<file path="src/rtl/decision_scheduler.sv">
// decision_scheduler: symbol-timing strobe generator with a hard-decision
// output buffer. A phase counter divides the sample clock by SPS, with
// one-sample advance/retard adjustments at most once per symbol. After
// ACQ_SYMBOLS discarded strobes the block tracks, slicing the sign of the
// I/Q matched-filter outputs into 2-bit decisions for a ready/valid consumer.
// Build option: define DECISION_FIFO_EN for a 4-entry FIFO instead of a
// single holding register.
module decision_scheduler #(
  parameter int SPS         = 4,
  parameter int ACQ_SYMBOLS = 8
) (
  input  logic        clk_fs,
  input  logic        rst_n,
  input  logic        enable,
  input  logic [3:0]  phase_init,
  input  logic        adv_req,
  input  logic        ret_req,
  input  logic [35:0] filter_in_I,
  input  logic [35:0] filter_in_Q,
  input  logic        out_ready,
  output logic        sample_strobe,
  output logic [1:0]  bit_out_I,
  output logic [1:0]  bit_out_Q,
  output logic        out_valid,
  output logic [1:0]  state,
  output logic        overflow,
  output logic [15:0] sym_count
);

  typedef enum logic [1:0] {
    S_IDLE  = 2'b00,
    S_ACQ   = 2'b01,
    S_TRACK = 2'b10
  } state_t;

  localparam logic [3:0] CNT_LAST    = 4'(SPS - 1);
  localparam logic [3:0] CNT_ADV_LIM = 4'(SPS - 2);
  localparam logic [4:0] SPS_V       = 5'(SPS);
  localparam logic [7:0] ACQ_LAST    = 8'(ACQ_SYMBOLS - 1);

  state_t      state_q, state_d;
  logic [3:0]  cnt_q, cnt_d;
  logic        adj_q, adj_d;
  logic [7:0]  acq_q, acq_d;
  logic        ovf_q, ovf_d;
  logic [15:0] sym_q;

  logic        strobe;
  logic        push, pop, flush, load, val;
  logic [1:0]  dec_i, dec_q;
  // Only the sign bits carry the decision; the magnitude bits are ignored.
  logic        unused_mag;

  assign unused_mag = ^{filter_in_I[34:0], filter_in_Q[34:0]};

  assign strobe = (cnt_q == CNT_LAST) && ((state_q == S_ACQ) || (state_q == S_TRACK));
  assign dec_i  = filter_in_I[35] ? 2'b11 : 2'b01;
  assign dec_q  = filter_in_Q[35] ? 2'b11 : 2'b01;
  assign push   = strobe && (state_q == S_TRACK) && enable;
  assign flush  = (state_d == S_IDLE);
  assign pop    = val && out_ready;

  // Next state, phase counter, per-symbol adjust lock and acquire count.
  always_comb begin
    state_d = state_q;
    cnt_d   = cnt_q;
    adj_d   = adj_q;
    acq_d   = acq_q;
    if (!enable) begin
      state_d = S_IDLE;
      cnt_d   = 4'd0;
      adj_d   = 1'b0;
      acq_d   = 8'd0;
    end else begin
      case (state_q)
        S_IDLE: begin
          state_d = S_ACQ;
          cnt_d   = ({1'b0, phase_init} < SPS_V) ? phase_init : 4'd0;
          adj_d   = 1'b0;
          acq_d   = 8'd0;
        end
        S_ACQ, S_TRACK: begin
          if (strobe) begin
            // Wrap; a fresh symbol re-arms the adjustment.
            cnt_d = 4'd0;
            adj_d = 1'b0;
            if (state_q == S_ACQ) begin
              if (acq_q == ACQ_LAST) state_d = S_TRACK;
              else                   acq_d   = acq_q + 8'd1;
            end
          end else if (adv_req && !ret_req && !adj_q && (cnt_q < CNT_ADV_LIM)) begin
            // Skip a sample, but never past the decision instant.
            cnt_d = cnt_q + 4'd2;
            adj_d = 1'b1;
          end else if (ret_req && !adv_req && !adj_q) begin
            // Hold for one sample; the strobe case above keeps it unrepeated.
            adj_d = 1'b1;
          end else begin
            cnt_d = cnt_q + 4'd1;
          end
        end
        default: begin
          state_d = S_IDLE;
          cnt_d   = 4'd0;
        end
      endcase
    end
  end

  // Control registers.
  always_ff @(posedge clk_fs or negedge rst_n) begin
    if (!rst_n) begin
      state_q <= S_IDLE;
      cnt_q   <= 4'd0;
      adj_q   <= 1'b0;
      acq_q   <= 8'd0;
      ovf_q   <= 1'b0;
      sym_q   <= 16'd0;
    end else begin
      state_q <= state_d;
      cnt_q   <= cnt_d;
      adj_q   <= adj_d;
      acq_q   <= acq_d;
      ovf_q   <= ovf_d;
      if (pop) sym_q <= sym_q + 16'd1;
    end
  end

`ifdef DECISION_FIFO_EN
  logic [1:0] mem_i [4];
  logic [1:0] mem_q [4];
  logic [1:0] rd_q, rd_d, wr_q, wr_d;
  logic [2:0] fill_q, fill_d;

  assign val  = (fill_q != 3'd0);
  // A pop in the same cycle frees the slot the push needs.
  assign load = push && ((fill_q != 3'd4) || pop);

  // FIFO pointers, occupancy and the sticky drop flag.
  always_comb begin
    rd_d   = rd_q;
    wr_d   = wr_q;
    fill_d = fill_q;
    ovf_d  = ovf_q;
    if (flush) begin
      rd_d   = 2'd0;
      wr_d   = 2'd0;
      fill_d = 3'd0;
      ovf_d  = 1'b0;
    end else begin
      if (push && !load) ovf_d = 1'b1;
      rd_d   = rd_q + {1'b0, pop};
      wr_d   = wr_q + {1'b0, load};
      fill_d = fill_q + {2'b00, load} - {2'b00, pop};
    end
  end

  // FIFO control registers.
  always_ff @(posedge clk_fs or negedge rst_n) begin
    if (!rst_n) begin
      rd_q   <= 2'd0;
      wr_q   <= 2'd0;
      fill_q <= 3'd0;
    end else begin
      rd_q   <= rd_d;
      wr_q   <= wr_d;
      fill_q <= fill_d;
    end
  end

  // FIFO storage; contents are only visible while valid.
  always_ff @(posedge clk_fs) begin
    if (load) begin
      mem_i[wr_q] <= dec_i;
      mem_q[wr_q] <= dec_q;
    end
  end

  assign bit_out_I = val ? mem_i[rd_q] : 2'b00;
  assign bit_out_Q = val ? mem_q[rd_q] : 2'b00;
`else
  logic       val_q, val_d;
  logic [1:0] bi_q, bq_q;

  assign val  = val_q;
  // A pop in the same cycle frees the register for the new decision.
  assign load = push && (!val_q || pop);

  // Holding-register occupancy and the sticky drop flag.
  always_comb begin
    val_d = val_q;
    ovf_d = ovf_q;
    if (flush) begin
      val_d = 1'b0;
      ovf_d = 1'b0;
    end else if (push) begin
      if (load) val_d = 1'b1;
      else      ovf_d = 1'b1;
    end else if (pop) begin
      val_d = 1'b0;
    end
  end

  // Holding-register valid flag.
  always_ff @(posedge clk_fs or negedge rst_n) begin
    if (!rst_n) val_q <= 1'b0;
    else        val_q <= val_d;
  end

  // Decision data; only visible while valid.
  always_ff @(posedge clk_fs) begin
    if (load) begin
      bi_q <= dec_i;
      bq_q <= dec_q;
    end
  end

  assign bit_out_I = val_q ? bi_q : 2'b00;
  assign bit_out_Q = val_q ? bq_q : 2'b00;
`endif

  assign sample_strobe = strobe;
  assign out_valid     = val;
  assign state         = state_q;
  assign overflow      = ovf_q;
  assign sym_count     = sym_q;

endmodule

</file>
<file path="config.mk">
export PLATFORM = sky130hd
export DESIGN_NAME = decision_scheduler
export DESIGN_NICKNAME = d
export VERILOG_FILES = /design/src/rtl/decision_scheduler.sv
export SDC_FILE = /design/constraint.sdc
export NUM_CORES = 1
export LEC_CHECK = 0
export BUFFER_PORTS_ARGS = -buffer_cell sky130_fd_sc_hd__buf_2
export CORE_UTILIZATION = 47
export DETAILED_ROUTE_END_ITERATION = 8
export GPL_ROUTABILITY_DRIVEN = 0
export PLACE_DENSITY_LB_ADDON = 0.15
export SYNTH_ARGS = -nofsm -noshare
export SYNTH_HDL_FRONTEND = slang
export SYNTH_SLANG_ARGS = --single-unit
</file>
<file path="constraint.sdc">
create_clock -name clk_fs -period 3 [get_ports clk_fs]
set_input_delay 0.3 -clock clk_fs [delete_from_list [all_inputs] [get_ports clk_fs]]
set_output_delay 0.3 -clock clk_fs [all_outputs]
set_load 0.1 [all_outputs]
</file>
==> impl_metrics.env, run 1 <==
export IMPL_outcome="finished, final reports clean"
export IMPL_diodes=0
export IMPL_synth_ff_type="dfrtp_1"
export IMPL_cts_resized=0
export IMPL_grt_pass1_vias=1442
export IMPL_routedWlPerCell_um=13.39
export IMPL_grt_max_degree=34
export IMPL_syn_area_mm2=0.001841
export IMPL_reg2reg_depth=6
export IMPL_antenna_found_initial=0
export IMPL_synth_enable_flop_cells=2
export IMPL_fmax_mhz=425.7
export IMPL_finalSetupViolCount=0
export IMPL_p_leak_nw=1.079
export IMPL_yosys_cell_count_top_type="dfrtp_1"
export IMPL_rows=22
export IMPL_maxSlewViolCount=0
export IMPL_rrSetupSlack_ns=0.73
export IMPL_rsz0062_at_grt="no"
export IMPL_dpl_cell_area_mm2=0.002062
export IMPL_cts_setup_buffers=0
export IMPL_endpoint_kind="output pin"
export IMPL_die_h_um=64.58
export IMPL_async_flop_share=0.9429
export IMPL_post_route_period_util=0.7830
export IMPL_synth_top_cell_area_share=0.4487
export IMPL_tns_ns=0
export IMPL_crit_type="reg2out"
export IMPL_track_usage=0.2022
export IMPL_irDropWorstVdd_mv=0.2632
export IMPL_timing_critical_path_cells="ha_1, nor3b_2, nand2_1, inv_1, buf_2"
export IMPL_clock_path_buffers=2
export IMPL_syn_nets=268
export IMPL_fin_skew_ns=0.006082
export IMPL_slew_headroom=0.5267
export IMPL_hold_viol_final=0
export IMPL_fin_cells=266
export IMPL_power_density_mw_per_mm2=434.7
export IMPL_drive_gt1_frac=0.2477
export IMPL_finalCriticalPeriod_ns=2.349
export IMPL_drtPass1Iterations=4
export IMPL_die_area_mm2=0.004170
export IMPL_dpl_hpwl_mm=2.650
export IMPL_synth_seq_cells=35
export IMPL_cts_buffers=5
export IMPL_cts_sinks=35
export IMPL_total_power_uw=934.4
export IMPL_design_core_area_mm2=0.003716
export IMPL_drt_iter0_markers=80
export IMPL_postSynthCellCount=178
export IMPL_root_buffer="clkbuf_8"
export IMPL_drc=0
export IMPL_cts_tree="built"
export IMPL_routed_wl_mm=3.562
export IMPL_vias=1448
export IMPL_clk_pin_slew_ns=0.07
export IMPL_cts_hold_buf=0
export IMPL_critPathBufInv=2
export IMPL_fin_nets=308
export IMPL_final_cell_area_mm2=0.002150
export IMPL_cpPeakStageDelay_ns=0.44
export IMPL_dp_cells=259
export IMPL_dieWidth_um=64.58
export IMPL_min_path_type="in2async"
export IMPL_via_per_inst=5.444
export IMPL_synthTopCellsByArea="dfrtp_1, ha_1, xnor2_1"
export IMPL_area_delta_synth_final_pct=16.79
export IMPL_synth_distinct_cells=50
export IMPL_ys_top_cells_by_count="dfrtp_1, nand2_1, nor2_1, o21ai_0"
export IMPL_antenna_left=0
export IMPL_slowest_stage="nor3b_2"
export IMPL_ys_warn_count=0
export IMPL_globalRoute_totalOverflow=0
export IMPL_rr_startpoint="cnt_q[1]"
export IMPL_max_cap_violations=0
export IMPL_path_delay_family="simple AND/OR/NAND/NOR gates"
export IMPL_required_ns=2.70
export IMPL_ctsHtreeMaxLevel=2
export IMPL_syn_area_per_cell_um2=10.34
export IMPL_crit_path_start_kind="register"
export IMPL_worstMarginPinSlew_ns=0.7046
export IMPL_worstPathArrival_ns=2.05
export IMPL_r2r_end="acq_q[7]"
export IMPL_grt_pass1_wl_mm=6.375
export IMPL_synth_seq_area_share=0.4813
export IMPL_io_pins=107
export IMPL_yosysTopAreaCell="dfrtp_1"
export IMPL_initial_core_util=0.4953
export IMPL_clk_latency_ns=0.28
export IMPL_cp_max_fo=8
export IMPL_portBuffers=36
==> worst max-delay path by stage <==
stage	startpoint	end	depth (start not counted)
floorplan	state[1]	acq_q[5]	7
global placement	state[0]	acq_q[7]	7
detailed placement	state[0]	acq_q[3]	7
CTS	cnt_q[1]	sample_strobe	5
global route	cnt_q[1]	acq_q[7]	6
finish	cnt_q[1]	sample_strobe	5
==> stage by stage <==
| step | utilization | setup slack, ns | hold WS, ns |
|---|---|---|---|
| final | 0.5785 | 0.6511 | 0.06698 |
| after CTS | 0.5785 | 0.6591 | 0.09538 |
| after detailed placement | 0.5549 | 0.7467 | 0.4049 |
| after floorplan | - | 0.3335 | 0.004409 |
| after global placement | 0.5549 | 0.8068 | 0.3933 |
| after global routing | 0.5785 | 0.4453 | 0.1296 |
==> layout make-up <==
cell class | count | area, µm²
clock buffer | 6 | 82.58
clock inverter | 1 | 5.005
fill | 334 | 1567
inverter | 7 | 26.28
multi-input combinational | 133 | 909.6
sequential | 35 | 885.9
tap | 48 | 60.06
timing repair buffer | 36 | 180.2
==> cell usage in the layout, fill, tap and decap left out, types with 2 or more instances in the layout <==
cell,n
a21oi_1,9
and2_1,5
and3_1,5
buf_2,36
clkbuf_8,6
dfrtp_1,33
edfxtp_1,2
ha_1,8
inv_1,7
nand2_1,16
nand2b_1,2
nand3_1,7
nand4_1,5
nor2_1,11
nor3_1,2
o21ai_0,10
or3_1,7
xnor2_1,9
xor2_1,6
==> logic make-up (layout without fill, tap and decap cells) <==
kind of cell | count (synthesis) | in the layout | synth area share
XOR/XNOR | 15 | 15 | 0.07138
AO/OA/AOI/OAI | 32 | 32 | 0.1115
buffers and inverters | 10 | 50 | 0.02447
multiplexers | 2 | 2 | 0.01156
flip-flops | 35 | 35 | 0.4813
AND/OR/NAND/NOR | 76 | 76 | 0.2454
adder cells (fa/ha/maj) | 8 | 8 | 0.05439
==> power breakdown <==
group / switching, mW / total [mW] / internal, mW
Combinational: 0.0671 / 0.103 / 0.0355
Clock: 0.156 / 0.336 / 0.180
Sequential: 0.0111 / 0.496 / 0.485
==> sequential cells by signal (all words and copies together), names as in the netlist <==
| register | flops |
|---|---|
| sym_count | 16 |
| out_valid | 1 |
| bi_q | 1 |
| adj_q | 1 |
| overflow | 1 |
| cnt_q | 4 |
| state | 2 |
| bq_q | 1 |
| acq_q | 8 |
==> metal layers <==
layer / wire [µm] / global-route usage / up-vias
met1: 1705 / 0.2633 / 682
met4: 63 / 0.06944 / 0
met5: 0 / 0 / -
met3: 188 / 0.06866 / 7
li1: - / - / 719
met2: 1604 / 0.3132 / 40
Note: power is estimated with default switching activity, not from simulation.
==> run 2: changes to the inputs <==
--- a/config.mk
+++ b/config.mk
@@ -6,7 +6,7 @@
 export NUM_CORES = 1
 export LEC_CHECK = 0
 export BUFFER_PORTS_ARGS = -buffer_cell sky130_fd_sc_hd__buf_2
-export CORE_UTILIZATION = 47
+export CORE_UTILIZATION = 39
 export DETAILED_ROUTE_END_ITERATION = 8
 export GPL_ROUTABILITY_DRIVEN = 0
 export PLACE_DENSITY_LB_ADDON = 0.15
==> constraint.sdc (replaced) <==
create_clock -name clk_fs -period 2.1 [get_ports clk_fs]
set_input_delay 0.21 -clock clk_fs [delete_from_list [all_inputs] [get_ports clk_fs]]
set_output_delay 0.21 -clock clk_fs [all_outputs]
set_load 0.1 [all_outputs]
==> run 2 against run 1 <==
  * Critical endpoint is now overflow
  * Wire length increased by 4.8%
  * Die area increased by 20%
  * The flow now finishes with violations (design-rule violations, negative hold slack)
  * Register-to-register slack got worse by 0.65 ns
  * Cell area increased by 9.7%
  * Non-clock buffer count increased by 16
  * Sequential cell count unchanged
  * Combinational power increased by 94%
  * Worst setup slack got worse by 0.57 ns
  * Total power increased by 61%
==> impl_metrics.env, run 2 (synthesized netlist as in run 1, its figures left out) <==
export IMPL_r2r_end="overflow"
export IMPL_required_ns=2.27
export IMPL_clock_path_buffers=2
export IMPL_min_path_type="in2async"
export IMPL_routed_wl_mm=3.732
export IMPL_rr_startpoint="cnt_q[0]"
export IMPL_finalSetupViolCount=0
export IMPL_power_density_mw_per_mm2=636.6
export IMPL_drtPass1Iterations=6
export IMPL_layout_commonest_cell="buf_2"
export IMPL_io_pins=107
export IMPL_multi_input_area_um2=940.9
export IMPL_portBuffers=36
export IMPL_p_clk_frac=0.398
export IMPL_area_delta_synth_final_pct=28.08
export IMPL_clk_latency_ns=0.28
export IMPL_rows=24
export IMPL_grt_pass1_vias=1446
export IMPL_cts_hold_buf=0
export IMPL_endpoint_kind="register"
export IMPL_rsz0062_at_grt="no"
export IMPL_reg2reg_depth=6
export IMPL_antenna_left=0
export IMPL_switching_share=0.2440
export IMPL_globalRoute_totalOverflow=0
export IMPL_die_h_um=70.70
export IMPL_post_route_period_util=0.9627
export IMPL_fin_skew_ns=0.005981
export IMPL_drt_iter0_markers=57
export IMPL_grt_busiest_layer="met2"
export IMPL_tns_ns=0
export IMPL_fin_ws_ns=0.07831
export IMPL_fin_nets=324
export IMPL_finalCriticalPeriod_ns=2.022
export IMPL_use_met3=0.04843
export IMPL_cts_sinks=35
export IMPL_cts_buffers=5
export IMPL_max_cap_violations=0
export IMPL_irDropWorstVdd_mv=0.2933
export IMPL_ctsHtreeMaxLevel=2
export IMPL_vias=1473
export IMPL_initial_core_util=0.4141
export IMPL_p_int_mw=1.134
export IMPL_place_ws_ns=0.01699
export IMPL_diodes=0
export IMPL_dpl_hpwl_mm=2.869
export IMPL_seqCellArea_um2=897.1
export IMPL_root_buffer="clkbuf_8"
export IMPL_design_core_area_mm2=0.004444
export IMPL_largest_register_ffs=16
export IMPL_antenna_found_initial=0
export IMPL_use_met1=0.2136
export IMPL_netSwitchingPower_uw=366.1
export IMPL_seqPwrFrac=0.469
export IMPL_grt_max_degree=34
export IMPL_drive_gt1_frac=0.3489
export IMPL_clk_pin_slew_ns=0.07
export IMPL_track_usage=0.1626
export IMPL_fillers=400
export IMPL_crit_path_start_kind="register"
export IMPL_outcome="finished, violations left"
export IMPL_crit_type="reg2reg"
export IMPL_fmax_mhz=494.6
export IMPL_grt_pass1_wl_mm=6.437
export IMPL_dieWidth_um=70.70
export IMPL_drc=10
export IMPL_p_leak_nw=1.176
export IMPL_rrSetupSlack_ns=0.08
export IMPL_use_met2=0.2543
export IMPL_worstMarginPinSlew_ns=0.7373
export IMPL_cp_max_fo=2
export IMPL_worst_hold_slack_ns=-0.01545
export IMPL_worstPathArrival_ns=2.19
export IMPL_maxSlewViolCount=0
export IMPL_routedWlPerCell_um=13.00
export IMPL_cts_tree="built"
export IMPL_p_comb_frac=0.133
export IMPL_die_area_mm2=0.004998
export IMPL_final_cell_mix="buf_2, dfrtp_1, nand2_1, buf_4, nor2_1"
export IMPL_hold_viol_final=33
export IMPL_violations="design-rule violations, negative hold slack"
export IMPL_via_per_inst=5.132
export IMPL_slew_headroom=0.5085
[run 2: worst max-delay path: stages (launching register included)]
cell     delay, ns
dfrtp_1       0.36
ha_1          0.17
or3b_4        0.38
or4_4         0.55
a32o_2        0.29
nor2_4        0.11
nor2_1        0.05
[run 2: worst max-delay path by stage]
stage,endpoint,slack (ns),startpoint
floorplan,acq_q[5],0.01,state[0]
global placement,acq_q[7],0.05,state[0]
global route,acq_q[3],0.009,state[0]
finish,overflow,0.08,cnt_q[0]
CTS,overflow,0.02,cnt_q[0]
detailed placement,acq_q[7],0.02,state[0]
[run 2: per-layer routing]
metal	wire (µm)	vias up
li1	-	749
met2	1673	33
met4	43	0
met1	1824	683
met3	190	8
met5	0	-
[run 2: final cells by class]
cell class / count / share of cell area
repair buffers: 52 / 0.1338
clock inverters: 3 / 0.01858
multi-input cells: 133 / 0.3992
inverters: 7 / 0.01115
well taps: 52 / 0.02760
clock buffers: 5 / 0.02919
flip-flops and latches: 35 / 0.3806
[run 2: power groups by stage]
stage                     clock, mW  combinational, mW  sequential [mW]
after global routing          0.648              0.221            0.706
after CTS                     0.617              0.187            0.703
final                         0.597              0.200            0.703
after global placement            0              0.182            0.717
after detailed placement          0              0.186            0.717
after floorplan                   0             0.0893            0.736
[run 2: repair_timing]
action,4_1_cts,5_1_grt
setup endpoints to repair,3,6
endpoints found under the hold margin,0,0
gates cloned,0,0
setup buffers,0,2
pin swaps,0,2
gates resized for setup,1,4
[run 2: per-stage QoR]
step	hold slack, ns	utilization	instances	total power [mW]	cell area (µm²)
finish	-0.01545	0.5304	287	1.501	2357
floorplan	-0.08559	-	178	0.8254	1864
global placement	0.3111	0.4975	277	0.8987	2211
detailed placement	0.3265	0.4975	277	0.9030	2211
CTS	0.006414	0.5231	285	1.508	2325
global route	0.04443	0.5304	287	1.574	2357
==> run 3: changes to the inputs <==
--- a/config.mk
+++ b/config.mk
@@ -9,7 +9,7 @@
 export CORE_UTILIZATION = 39
 export DETAILED_ROUTE_END_ITERATION = 8
 export GPL_ROUTABILITY_DRIVEN = 0
-export PLACE_DENSITY_LB_ADDON = 0.15
+export PLACE_DENSITY = 0.86
 export SYNTH_ARGS = -nofsm -noshare
 export SYNTH_HDL_FRONTEND = slang
 export SYNTH_SLANG_ARGS = --single-unit
==> run 3 against run 2 <==
  * Cell area is 0.80% higher
  * Sequential share of layout area is 0.30 points lower
  * Via count is 6.6% higher
  * Highest routed layer unchanged
  * The run ends with design-rule violations left
  * Hold slack better by 0.12 ns
  * Largest power group unchanged
  * Die area stayed put
  * Largest cell class unchanged
==> impl_metrics.env, run 3 (synthesized netlist as in run 1, its figures left out) <==
export IMPL_grt_max_degree=34
export IMPL_area_delta_synth_final_pct=29.10
export IMPL_violations="design-rule violations"
export IMPL_tns_ns=0
export IMPL_ctsHtreeMaxLevel=2
export IMPL_grt_pass1_vias=1474
export IMPL_initial_core_util=0.4141
export IMPL_wl_met2_mm=1.922
export IMPL_fin_skew_ns=0.003336
export IMPL_drive_gt1_frac=0.3529
export IMPL_clk_latency_ns=0.28
export IMPL_rows=24
export IMPL_largest_register_ffs=16
export IMPL_antenna_found_initial=0
export IMPL_routed_wl_mm=4.009
export IMPL_cp_max_fo=5
export IMPL_diodes=0
export IMPL_routedWlPerCell_um=13.82
export IMPL_globalRoute_totalOverflow=0
export IMPL_total_power_mw=1.502
export IMPL_drtPass1Iterations=6
export IMPL_crit_type="reg2reg"
export IMPL_slew_headroom=0.5225
export IMPL_wl_met1_mm=1.801
export IMPL_portBuffers=36
export IMPL_final_cell_mix="buf_2, dfrtp_1, buf_4"
export IMPL_root_buffer="clkbuf_8"
export IMPL_die_area_mm2=0.004998
export IMPL_timing_critical_path_cells="inv_2, ha_4, buf_4, nand2_1, or4_4, a32o_2, nor2_2, nor2_1"
export IMPL_met3WireLength_um=188
export IMPL_antenna_left=0
export IMPL_outcome="finished, violations left"
export IMPL_maxSlewViolCount=0
export IMPL_clock_path_buffers=2
export IMPL_path_delay_family="simple AND/OR/NAND/NOR gates"
export IMPL_required_ns=2.27
export IMPL_post_route_period_util=0.9834
export IMPL_io_pins=107
export IMPL_grt_pass1_wl_mm=6.672
export IMPL_min_path_type="in2reg"
export IMPL_slowest_stage="or4_4"
export IMPL_fin_nets=327
export IMPL_finalCriticalPeriod_ns=2.065
export IMPL_via_per_inst=5.414
export IMPL_vias=1570
export IMPL_cts_tree="built"
export IMPL_highest_layer="met4"
export IMPL_design_core_area_mm2=0.004444
export IMPL_irDropWorstVdd_mv=0.3584
export IMPL_max_cap_violations=0
export IMPL_layout_commonest_cell="buf_2"
export IMPL_dpl_hpwl_mm=2.870
export IMPL_cpPeakStageDelay_ns=0.53
export IMPL_critPathBufInv=2
export IMPL_worstPathArrival_ns=2.24
export IMPL_cts_buffers=5
export IMPL_drt_iter0_markers=83
export IMPL_drc=12
export IMPL_clk_pin_slew_ns=0.07
export IMPL_p_leak_nw=1.187
export IMPL_power_density_mw_per_mm2=632.2
export IMPL_dieWidth_um=70.70
export IMPL_worstMarginPinSlew_ns=0.7162
export IMPL_finalSetupViolCount=0
export IMPL_hold_viol_final=0
export IMPL_track_usage=0.1700
export IMPL_crit_path_start_kind="register"
export IMPL_fmax_mhz=484.2
export IMPL_cts_sinks=35
export IMPL_fillers=368
export IMPL_die_h_um=70.70
export IMPL_endpoint_kind="register"
run 3: cell types whose count changed in the layout (fill, tap and decap cells not counted), sizes merged:
cell | previous run | this run
buf | 52 | 54
dlygate4sd3 | 0 | 1
run 3: timing repair:
item | 4_1_cts | 5_1_grt
gates resized for setup | 3 | 1
pin swaps | 1 | 5
hold buffers | 1 | 0
buffers inserted | 1 | 3
endpoints found under the hold margin | 6 | 0
endpoints found under the setup margin | 5 | 7
run 3: worst reg2reg max path: cells and delay by family (launching register included):
family / cells / cell delay (ns)
compound gates: 1 / 0.28
flops: 1 / 0.41
fa+ha+maj: 1 / 0.27
buf+inv: 2 / 0.18
simple gates: 4 / 0.81
run 3: per-stage QoR:
stage / cells / worst slack [ns] / hold slack [ns] / util / area [µm²]
2_1_floorplan: 178 / 0.01109 / -0.08559 / - / 1864
3_5_place_dp: 277 / -0.002401 / 0.3074 / 0.4975 / 2211
5_1_grt: 290 / -0.006076 / 0.09439 / 0.5346 / 2376
6_report: 290 / 0.03488 / 0.1018 / 0.5346 / 2376
4_1_cts: 287 / 0.01333 / 0.1012 / 0.5279 / 2346
3_3_place_gp: 277 / 0.04924 / 0.3083 / 0.4975 / 2211
run 3: where the power goes:
group          switching [mW]  leakage (nW)  total, mW  internal [mW]
registers              0.0110         0.467      0.704          0.693
clock network           0.245        0.0581      0.598          0.353
logic                   0.114         0.661      0.200         0.0862
run 3: worst paths after layout:
path / end / slack (ns) / startpoint / cells past startpoint
worst max-delay path: overflow / 0.03 / state[0] / 8
worst min-delay path: bi_q[1] / 0.10 / filter_in_I[35] / 1
worst max register to register: overflow / 0.03 / state[0] / 8
worst min register to register: sym_count[15] / 0.47 / sym_count[15] / 1
max in group asynchronous: state[0] / 1.05 / rst_n / 2
min in group asynchronous: sym_count[9] / 0.52 / rst_n / 2
run 3: area by class of cell:
cell class / count / area, µm² / share of cell area
well taps: 52 / 65.06 / 0.02738
repair buffers: 55 / 340.3 / 0.1432
clock buffers: 5 / 68.82 / 0.02896
flip-flops and latches: 35 / 897.1 / 0.3776
multi-input cells: 133 / 934.6 / 0.3934
clock inverters: 3 / 43.79 / 0.01843
inverters: 7 / 26.28 / 0.01106
run 3: layer usage:
layer | GRT usage | up-vias
li1 | - | 756
met1 | 0.2174 | 755
met2 | 0.2746 | 49
met3 | 0.04274 | 10
met4 | 0.07333 | 0
met5 | 0 | -
